--- src/rtl/nubus_pkg.sv ---
// Shared NuBus definitions: arbiter state encoding, arbitration timing default
// and the bus-busy tracking rule used by the nubus_slave-family blocks.
package nubus_pkg;

  typedef enum logic [2:0] {
    ST_IDLE     = 3'd0,
    ST_FAIRWAIT = 3'd1,
    ST_ARB      = 3'd2,
    ST_WAITBUS  = 3'd3,
    ST_OWNER    = 3'd4
  } nub_state_e;

  localparam int ARB_CYCLES_DEF = 2;

  // START opens a transaction, ACK closes it; START with ACK is an attention cycle.
  function automatic logic busy_next(input logic busy, input logic start, input logic ack);
    logic nxt;
    if (start && !ack) begin
      nxt = 1'b1;
    end else if (ack && !start) begin
      nxt = 1'b0;
    end else begin
      nxt = busy;
    end
    return nxt;
  endfunction

endpackage

--- src/rtl/nubus_arb_resolve.sv ---
// Combinational /ARB bit resolution: each ID bit keeps driving only while no
// more significant bit shows a competitor that this slot is not driving itself.
module nubus_arb_resolve (
  input  logic [3:0] id_i,
  input  logic [3:0] arb_i,
  output logic [3:0] arb_oe_o,
  output logic       win_o
);

  logic lose_s;

  // Scan from the MSB, accumulating "a higher competitor bit is present".
  always_comb begin
    arb_oe_o = 4'h0;
    lose_s   = 1'b0;
    for (int k = 3; k >= 0; k--) begin
      arb_oe_o[k] = id_i[k] & ~lose_s;
      lose_s      = lose_s | (arb_i[k] & ~id_i[k]);
    end
  end

  assign win_o = (arb_i == id_i);

endmodule

--- src/rtl/nubus_arbiter.sv ---
// NuBus distributed arbiter for one slot: fair /RQST entry, timed /ARB contest,
// wait for the bus to go idle, then hold tenure (optionally locked) until ACK.
module nubus_arbiter
  import nubus_pkg::*;
#(
  parameter int ARB_CYCLES = ARB_CYCLES_DEF
) (
  input  logic       nub_clkn,
  input  logic       nub_reset,
  input  logic [3:0] nub_idn,
  input  logic       mst_req,
  input  logic       mst_lock,
  input  logic       mst_start,
  input  logic       nub_rqstn,
  input  logic [3:0] nub_arbn,
  input  logic       nub_startn,
  input  logic       nub_ackn,
  output logic       rqst_oe,
  output logic [3:0] arb_oe,
  output logic       grant_o,
  output logic       bus_busy_o
);

  localparam logic [7:0] CNT_LAST = 8'(ARB_CYCLES - 1);

  logic [3:0] id_s;
  logic [3:0] arb_s;
  logic       rqst_s;
  logic       start_s;
  logic       ack_s;

  assign id_s    = ~nub_idn;
  assign arb_s   = ~nub_arbn;
  assign rqst_s  = ~nub_rqstn;
  assign start_s = ~nub_startn;
  assign ack_s   = ~nub_ackn;

  logic [3:0] res_oe_s;
  logic       win_s;

  nubus_arb_resolve u_resolve (
    .id_i     (id_s),
    .arb_i    (arb_s),
    .arb_oe_o (res_oe_s),
    .win_o    (win_s)
  );

  nub_state_e state_q;
  logic [7:0] cnt_q;
  logic       lost_q;
  logic       saw_drop_q;
  logic       started_q;
  logic       ready_q;
  logic       rqst_oe_q;
  logic       arb_en_q;
  logic       grant_q;
  logic       bus_busy_q;
  logic       bus_busy_d;

  assign bus_busy_d = busy_next(bus_busy_q, start_s, ack_s);

  // Track whether any master's transaction is in flight on the bus.
  always_ff @(posedge nub_clkn or posedge nub_reset) begin
    if (nub_reset) begin
      bus_busy_q <= 1'b0;
    end else begin
      bus_busy_q <= bus_busy_d;
    end
  end

  // Tenure state machine with registered /RQST, /ARB-enable and grant.
  always_ff @(posedge nub_clkn or posedge nub_reset) begin
    if (nub_reset) begin
      state_q    <= ST_IDLE;
      cnt_q      <= 8'd0;
      lost_q     <= 1'b0;
      saw_drop_q <= 1'b0;
      started_q  <= 1'b0;
      ready_q    <= 1'b0;
      rqst_oe_q  <= 1'b0;
      arb_en_q   <= 1'b0;
      grant_q    <= 1'b0;
    end else begin
      ready_q <= 1'b1;
      case (state_q)
        ST_IDLE: begin
          // ready_q keeps at least one clock in IDLE after reset release.
          if (mst_req && ready_q && rqst_s) begin
            state_q <= ST_FAIRWAIT;
          end else if (mst_req && ready_q) begin
            state_q    <= ST_ARB;
            rqst_oe_q  <= 1'b1;
            arb_en_q   <= 1'b1;
            cnt_q      <= 8'd0;
            lost_q     <= 1'b0;
            saw_drop_q <= 1'b0;
          end
        end
        ST_FAIRWAIT: begin
          if (!mst_req) begin
            state_q <= ST_IDLE;
          end else if (!rqst_s) begin
            state_q    <= ST_ARB;
            rqst_oe_q  <= 1'b1;
            arb_en_q   <= 1'b1;
            cnt_q      <= 8'd0;
            lost_q     <= 1'b0;
            saw_drop_q <= 1'b0;
          end
        end
        ST_ARB: begin
          if (!mst_req) begin
            state_q    <= ST_IDLE;
            rqst_oe_q  <= 1'b0;
            arb_en_q   <= 1'b0;
            lost_q     <= 1'b0;
            saw_drop_q <= 1'b0;
          end else if (lost_q) begin
            // A lost contest restarts only after /RQST drops and rises again.
            if (!rqst_s) begin
              saw_drop_q <= 1'b1;
            end else if (saw_drop_q) begin
              lost_q     <= 1'b0;
              saw_drop_q <= 1'b0;
              cnt_q      <= 8'd0;
            end
          end else if (cnt_q != CNT_LAST) begin
            cnt_q <= cnt_q + 8'd1;
          end else if (win_s) begin
            state_q <= ST_WAITBUS;
          end else begin
            lost_q <= 1'b1;
          end
        end
        ST_WAITBUS: begin
          if (!mst_req) begin
            state_q   <= ST_IDLE;
            rqst_oe_q <= 1'b0;
            arb_en_q  <= 1'b0;
          end else if (ack_s || (!bus_busy_q && !start_s)) begin
            state_q   <= ST_OWNER;
            arb_en_q  <= 1'b0;
            grant_q   <= 1'b1;
            started_q <= 1'b0;
          end
        end
        ST_OWNER: begin
          if (mst_start) begin
            started_q <= 1'b1;
          end
          if (mst_start && !mst_lock) begin
            rqst_oe_q <= 1'b0;
          end
          if (ack_s && started_q && !mst_lock) begin
            state_q   <= mst_req ? ST_FAIRWAIT : ST_IDLE;
            grant_q   <= 1'b0;
            rqst_oe_q <= 1'b0;
            started_q <= 1'b0;
          end
        end
        default: begin
          state_q    <= ST_IDLE;
          cnt_q      <= 8'd0;
          lost_q     <= 1'b0;
          saw_drop_q <= 1'b0;
          started_q  <= 1'b0;
          rqst_oe_q  <= 1'b0;
          arb_en_q   <= 1'b0;
          grant_q    <= 1'b0;
        end
      endcase
    end
  end

  // /ARB follows the live resolver, but only while contesting or awaiting the bus.
  always_comb begin
    arb_oe = 4'h0;
    if (arb_en_q) begin
      arb_oe = res_oe_s;
    end else begin
      arb_oe = 4'h0;
    end
  end

  assign rqst_oe    = rqst_oe_q;
  assign grant_o    = grant_q;
  assign bus_busy_o = bus_busy_q;

endmodule

--- config.mk ---
export PLATFORM = sky130hd
export DESIGN_NAME = nubus_arbiter
export DESIGN_NICKNAME = d
export VERILOG_FILES = /design/src/rtl/nubus_pkg.sv /design/src/rtl/nubus_arb_resolve.sv /design/src/rtl/nubus_arbiter.sv
export SDC_FILE = /design/constraint.sdc
export NUM_CORES = 1
export LEC_CHECK = 0
export BUFFER_PORTS_ARGS = -buffer_cell sky130_fd_sc_hd__buf_2
export CORE_ASPECT_RATIO = 2
export CORE_UTILIZATION = 49
export CTS_CLUSTER_SIZE = 16
export DETAILED_ROUTE_END_ITERATION = 10
export GPL_TIMING_DRIVEN = 0
export MAX_ROUTING_LAYER = met4
export PLACE_DENSITY = 0.74
export SYNTH_ARGS = -nofsm -noshare
export SYNTH_HDL_FRONTEND = slang
export SYNTH_SLANG_ARGS = --single-unit
--- constraint.sdc ---
create_clock -name nub_clkn -period 1.68 [get_ports nub_clkn]
set_clock_uncertainty 0.2 [all_clocks]
set_input_delay 0.168 -clock nub_clkn [delete_from_list [all_inputs] [get_ports nub_clkn]]
set_output_delay 0.168 -clock nub_clkn [all_outputs]
set_load 0.01 [all_outputs]
== After elaboration in Yosys (flattened, before gate mapping) ==
Index checks and enable logic that the tools add are counted.

* Reduce and logical (&&, ||, !) cells: 24
* Bitwise logic cells: 22
* $add $sub $neg: 1
* Equality and inequality tests: 28
* Mux-type cells: 60

{| class="wikitable"
|+ Operator list
! kind !! number
|-
| 2-to-1 mux 8 bit || 9
|-
| 2-to-1 mux 3 bit || 11
|-
| inequality test 3 bit (second input constant) || 11
|-
| case mux 8 bit (4 select lines) || 1
|-
| 2-to-1 mux 1 bit || 31
|-
| inequality test 2 bit (second input constant) || 10
|-
| case mux 3 bit (5 select lines) || 1
|-
| AND reduction 7 bit || 2
|-
| inverter 1 bit || 12
|-
| case mux 1 bit (4 select lines) || 3
|-
| AND reduction 6 bit || 2
|-
| AND reduction 9 bit || 1
|-
| adder 8 x 1 -> 8 bit (second input constant) || 1
|-
| logical AND 1 bit || 8
|-
| inequality test 8 x 1 -> 1 bit (second input constant) || 1
|-
| inverter 4 bit || 2
|-
| AND reduction 4 bit || 2
|-
| AND 1 bit || 6
|-
| == test 3 x 2 -> 1 bit (second input constant) || 2
|-
| case mux 1 bit (3 select lines) || 2
|-
| case mux 1 bit (5 select lines) || 1
|-
| AND reduction 5 bit || 1
|-
| == test 4 bit || 1
|-
| 2-to-1 mux 4 bit || 1
|-
| other kinds (10) || 13
|}

* Register bits after elaboration: 19
* Word-level logic and storage cells: 145
* Output and inout port bits: 7

== Longest topological paths before layout ==
Gate-level depths: netlist (run 1).

* Word-level depth: 8
* Mapped depth: 7
* Gate-level depth less buffers: 7

== Hierarchy ==
From an unflattened synthesis (run 1), not the netlist that was laid out.

* Cells, all modules: 153
* Area total of the unflattened synthesis: 1,378.8 um^2

{| class="wikitable"
|+ Modules (own cells, without submodules)
! module !! area an instance (um^2) !! times used !! sequential area each (um^2) !! cells each
|-
| nubus_arbiter || 1,281.2 || 1 || 475.5 || 140
|-
| nubus_arb_resolve || 97.6 || 1 || 0.0 || 13
|}

== Worst setup path after synthesis (run 1) ==
Ideal clock, no wire load.

* Path type: register to register
* From: register cnt_q[5]
* To: register state_q[1]
* Path slack: -0.151 ns
* Buffers on the path: 0
* Clock period less this slack: 1.831 ns
* Data arrival time: 1.506 ns
* Stages on the path, launching flop included: 6
* Path through: dfrtp_1 -> nor4_1 -> and3_2 -> a21oi_1 -> nor3_1 -> mux2_2

* Longest elaborated chain between the ends: 3

{| class="wikitable"
|+ Ends and longest elaborated chain
! what !! line !! source
|-
| start, declared || nubus_arbiter.sv:49 || <nowiki>logic [7:0] cnt_q;</nowiki>
|-
| start signal, assigned || nubus_arbiter.sv:128 || <nowiki>cnt_q <= cnt_q + 8'd1;</nowiki>
|-
| inequality test 8 x 1 -> 1 bit || nubus_arbiter.sv:127 || <nowiki>end else if (cnt_q != CNT_LAST) begin</nowiki>
|-
| inequality test 3 bit (no source line) || -- ||
|-
| AND reduction 7 bit (no source line) || -- ||
|-
| end signal, assigned || nubus_arbiter.sv:155 || <nowiki>state_q <= mst_req ? ST_FAIRWAIT : ST_IDLE;</nowiki>
|-
| end, declared || nubus_arbiter.sv:48 || <nowiki>nub_state_e state_q;</nowiki>
|}

No other way between the ends.
A chain may end at the register's enable or synchronous reset.

== Worst setup path in the final report (run 1) ==
* From: register state_q[0]
* To: register cnt_q[4]

* Longest elaborated chain between the ends: 4

{| class="wikitable"
|+ Ends and longest elaborated chain
! what !! line !! source
|-
| == test 3 bit / == test 3 x 2 -> 1 bit (equally long branches) || nubus_arbiter.sv:85 || <nowiki>case (state_q)</nowiki>
|-
| OR reduction 2 bit (no source line) || -- ||
|-
| inverter 1 bit (no source line) || -- ||
|-
| AND reduction 9 bit (no source line) || -- ||
|}

Parallel ways exist; a longest one is shown, timed or not.

==> results.cfg, run 1 <==
[synthesis]
syn_nets = 172
synth_edf_count = 0
synth_most_common_cell = dfrtp_1
yosys_warnings = 0
synth_top_area_frac = 0.365
synthFlopType = dfrtp_1
yosys.area.top_type = dfrtp_1
async_flop_share = 1.00
synthTopCellsByCount = dfrtp_1, a21oi_1, nor2_1
synth_seq_area_share = 0.365
syn_avg_cell_area_um2 = 8.69
synth_cell_types = 46
ys_seq_elements = 19
syn_inst = 150
synth_area_leaders = dfrtp_1, a21oi_1, ha_1
netlist_area_mm2 = 0.00130

[floorplanning]
placementRows = 26
die_width_um = 38.5
die_y_um = 75.0
die_area_mm2 = 0.00288
core_area_mm2 = 0.00254
pin_count = 23
start_util = 0.514

[finish]
antenna_cells = 0
nFillCells = 215
area_growth_pct = 31.1
final_cells = 220
seqCellArea_um2 = 477
fin_util = 0.674
nNetsFinal = 215
multiInputGateArea_um2 = 807
drive_gt1_frac = 0.380

[timing]
finalSetupViolCount = 10
hold_slack_ns = 0.0285
finalHoldViolCount = 0
fin_ws_ns = -0.154
min_period_ns = 1.83
worstMarginPinSlew_ns = 0.764
maxSlewHeadroom = 0.490
fmax_mhz = 545
rsz0062_at_grt = yes
timing.final.crit_share = 1.09
maxSlewViolCount = 0

[clock_tree]
clock-sinks = 19
tritoncts = yes
cts_root_buf = clkbuf_8
cts_buffers = 3
htree_levels = 1
clock_latency_ns = 0.26
ctsLongestPathBuffers = 2
path_clk_slew_ns = 0.07

[grt]
antenna_found_initial = 0
grt_usage = 0.276
grt_max_degree = 20
grt_pass1_wl_um = 5590
grt_overflow = 0
grt_pass1_vias = 1342

[detailed_routing]
routed_wl_um = 3530
drt-initial-drc-count = 23
viasPerCell = 5.84
drc = 0
drtAntennaViolNets = 0
vias = 1285
dr.pass1.iters = 4
drt-wirelength-per-cell_um = 16.1

[worst_setup_path]
cp.required_ns = 1.67
critPathLaunchType = flop
path_class = reg -> reg
end_kind = flop
critPathMaxFanout = 10
critical_path_arrival_ns = 1.82

[power]
power_uw = 2520
p_per_area_mw_per_mm2 = 1470
worst_ir_drop_vdd_mv = 1.04
p_leak_uw = 0.000823

[run]
maxCapViolations = 0

[place]
dp_hpwl_um = 2480
dpl.cell_count = 200
gp_congestion = 0.824
dp_slack_ns = -0.265
io_buffers = 22

[hold_path]
min_path_type = in -> reg

[outcome]
status = complete, but fails checks
violations = negative setup slack
power by group:
part           switching [uW]  leakage [uW]  internal (uW)
sequential                104      0.000248            577
combinational             780      0.000550            734
clock                     157     0.0000255            165
sequential cells by signal, indices dropped and copies added, names as in the netlist:
name and flops:
state_q 3, rqst_oe 1, ready_q 1, lost_q 1
bus_busy_o 1, arb_en_q 1, grant_o 1, started_q 1
cnt_q 8, saw_drop_q 1
layout by cell type (no fill, tap or decap), types with 3 or more instances in the layout:
master / Yosys / routed
nand2b_1: 3 / 3
nor3_1: 6 / 4
a21oi_1: 16 / 15
o21ai_2: 1 / 3
buf_4: 1 / 14
o21ai_0: 3 / 3
nor2_1: 13 / 12
nand2_1: 12 / 12
nand3_1: 8 / 8
dfrtp_1: 19 / 18
a31oi_1: 4 / 3
buf_6: 2 / 5
clkbuf_8: 0 / 3
ha_1: 6 / 5
inv_1: 12 / 11
buf_2: 2 / 22
final cells by class:
cell class | count | area share
tap | 28 | 0.0205
clock buffer | 3 | 0.0242
clock inverter | 1 | 0.00293
multi-input combinational | 113 | 0.472
timing repair buffer | 40 | 0.153
buffer | 4 | 0.0198
sequential | 19 | 0.279
inverter | 12 | 0.0286
critical path: stages (launching register included):
cell	delay, ns
dfrtp_1	0.41
buf_6	0.16
or3_4	0.38
nor3_4	0.26
buf_6	0.15
a21oi_1	0.06
a31oi_1	0.13
kinds of logic (layout without fill, tap and decap cells):
group / Yosys count / after routing / synth area share
xor+xnor: 1 / 1 / 0.00672
mux: 4 / 4 / 0.0336
other cells: 1 / 1 / 0.00288
flops: 19 / 19 / 0.365
buf+inv: 18 / 60 / 0.0681
simple gates: 58 / 58 / 0.239
fa+ha+maj: 6 / 6 / 0.0576
compound gates: 43 / 43 / 0.227
per-layer routing:
metal	part of all wire	up-vias	GRT usage	wire, um
li1	-	616	-	-
met1	0.37	645	0.275	1310
met2	0.60	19	0.533	2120
met3	0.020	5	0.0265	70
met4	0.010	0	0.0805	36
met5	0	-	-	0
path summary, 6_finish.rpt:
path | slack [ns] | cells after the start | end | from
worst max-delay path | -0.15 | 6 | cnt_q[4] | state_q[0]
worst min-delay path | 0.03 | 3 | saw_drop_q | nub_rqstn
worst max register to register | -0.15 | 6 | cnt_q[4] | state_q[0]
worst min register to register | 0.32 | 1 | cnt_q[7] | cnt_q[7]
max in group asynchronous | 0.36 | 3 | state_q[2] | nub_reset
min in group asynchronous | 0.40 | 3 | cnt_q[1] | nub_reset
per-stage QoR:
stage	area, um2	TNS (ns)
global placement	1450	-1.49
floorplan	1310	-0.225
global route	1710	-1.59
detailed placement	1450	-1.98
finish	1710	-0.944
CTS	1640	-1.27
what timing repair did:
item,4_1_cts,5_1_grt
endpoints found under the hold margin,20,0
endpoints found under the setup margin,12,12
setup buffers,13,3
resized for setup,7,19
pin swaps,6,8
hold buffers,2,0
(Power assumes the default switching activity.)
==> inputs of run 2 (changes only) <==
--- a/config.mk
+++ b/config.mk
@@ -13,6 +13,7 @@
 export GPL_TIMING_DRIVEN = 0
 export MAX_ROUTING_LAYER = met4
 export PLACE_DENSITY = 0.74
+export RECOVER_POWER = 25
 export SYNTH_ARGS = -nofsm -noshare
 export SYNTH_HDL_FRONTEND = slang
 export SYNTH_SLANG_ARGS = --single-unit
==> run 2 against run 1 <==
The run still ends with negative setup slack left. Sequential cell count did not move. Sequential share of layout area increased by 0.082 points. Non-clock buffer count unchanged. Register-to-register slack about the same. Final cell count stayed put. Sequential power hardly changed. Clock-buffer cell count stayed put. Die area unchanged. Clock power about the same. Critical endpoint unchanged.
==> results.cfg, run 2 (synthesis results as in run 1) <==
[outcome]
status = complete, but fails checks
violations = negative setup slack

[floorplanning]
core_area_mm2 = 0.00254
placementRows = 26
die_y_um = 75.0
pin_count = 23
start_util = 0.514
die_width_um = 38.5
die_area_mm2 = 0.00288

[detailed_routing]
viasPerCell = 5.82
drtAntennaViolNets = 0
routed_wl_um = 3530
vias = 1281
drt-wirelength-per-cell_um = 16.1
drt-initial-drc-count = 22
drc = 0
dr.pass1.iters = 4

[finish]
drive_gt1_frac = 0.359
reg.largest.list = cnt_q: 8 flops, state_q: 3 flops
final_cell_mix = dfrtp_1, buf_2, a21oi_1, buf_4
fin_util = 0.672
top_register = cnt_q
largest_register_ffs = 8
seqCellArea_um2 = 477
area_growth_pct = 30.7
multiInputGateArea_um2 = 807
nFillCells = 218
nNetsFinal = 215
antenna_cells = 0

[grt]
grt_pass1_vias = 1342
grt_max_degree = 20
grt_overflow = 0
grt_pass1_wl_um = 5590
antenna_found_initial = 0
grt_usage = 0.276

[worst_setup_path]
end_kind = flop
critPathMaxFanout = 10
slowest_stage = dfrtp_1
cpPeakStageDelay_ns = 0.41
cp.required_ns = 1.67
path_class = reg -> reg
worstRegToRegCells = 6
path_common_cell = buf_6
critPathLaunchType = flop
critical_path_arrival_ns = 1.82
critical_path.cell_chain = buf_6, or3_4, nor3_4, buf_6, a21oi_1, a31oi_1

[clock_tree]
clock-sinks = 19
path_clk_slew_ns = 0.07
cts_root_buf = clkbuf_8
clock_latency_ns = 0.26
ctsLongestPathBuffers = 2
htree_levels = 1
tritoncts = yes
cts_buffers = 3

[hold_path]
hold-path-cell-count = 3
min_path_type = in -> reg

[timing]
fin_setup_tns_ns = -0.929
maxSlewViolCount = 0
fin_ws_ns = -0.152
finalSetupViolCount = 9
rsz0062_at_grt = yes
finalHoldViolCount = 0
fmax_mhz = 546
timing.final.crit_share = 1.09
min_period_ns = 1.83
worstMarginPinSlew_ns = 0.764
maxSlewHeadroom = 0.490

[run]
maxCapViolations = 0

[place]
dp_hpwl_um = 2480
io_buffers = 22
gp_congestion = 0.824

[power]
p_per_area_mw_per_mm2 = 1470
p_leak_uw = 0.000809
worst_ir_drop_vdd_mv = 1.03
run 2: cell type report:
| cell class | instances | area share |
|---|---|---|
| multi-input cells | 113 | 0.474 |
| flip-flops and latches | 19 | 0.280 |
| repair buffers | 40 | 0.151 |
| inverters | 12 | 0.0286 |
| clock buffers | 3 | 0.0242 |
| well taps | 28 | 0.0206 |
| plain buffers | 4 | 0.0198 |
| clock inverters | 1 | 0.00294 |
run 2: layer usage:
layer / part of all wire / track usage
met5: 0 / -
met4: 0.010 / 0.0805
met3: 0.017 / 0.0265
met2: 0.60 / 0.533
met1: 0.37 / 0.275
run 2: path summary, 6_finish.rpt:
kind / startpoint / endpoint / slack [ns]
max in group asynchronous: nub_reset / state_q[2] / 0.36
worst max-delay path: state_q[0] / cnt_q[4] / -0.15
worst max register to register: state_q[0] / cnt_q[4] / -0.15
worst min register to register: cnt_q[7] / cnt_q[7] / 0.32
worst min-delay path: nub_rqstn / saw_drop_q / 0.03
min in group asynchronous: nub_reset / cnt_q[1] / 0.40
run 2: where the power goes:
part	switching [uW]	internal, uW
Combinational	780	726
Sequential	105	577
Clock	157	165
Total	1040	1470
run 2: critical path: cells and delay by family (launching register included):
family          cells  cell delay (ns)
simple gates        2             0.64
flops               1             0.41
buf+inv             2             0.31
compound gates      2             0.19
run 2: stage by stage:
stage          cell area (um2)  hold WS, ns  total power [uW]  std cells  setup WS [ns]
6_report                  1700       0.0287              2510        220         -0.152
5_1_grt                   1700       0.0291              2670        220         -0.209
4_1_cts                   1640       0.0197              2360        219         -0.172
3_5_place_dp              1450        0.134              1820        200         -0.265
3_3_place_gp              1450        0.119              1770        200         -0.211
2_1_floorplan             1310      -0.0809              1550        150        -0.0893
run 2: what timing repair did:
item / 4_1_cts / 5_1_grt
pin swaps: 6 / 8
gates resized for setup: 7 / 19
setup buffers: 13 / 3
hold buffers: 2 / 0
endpoints found under the hold margin: 20 / 0
endpoints found under the setup margin: 12 / 12
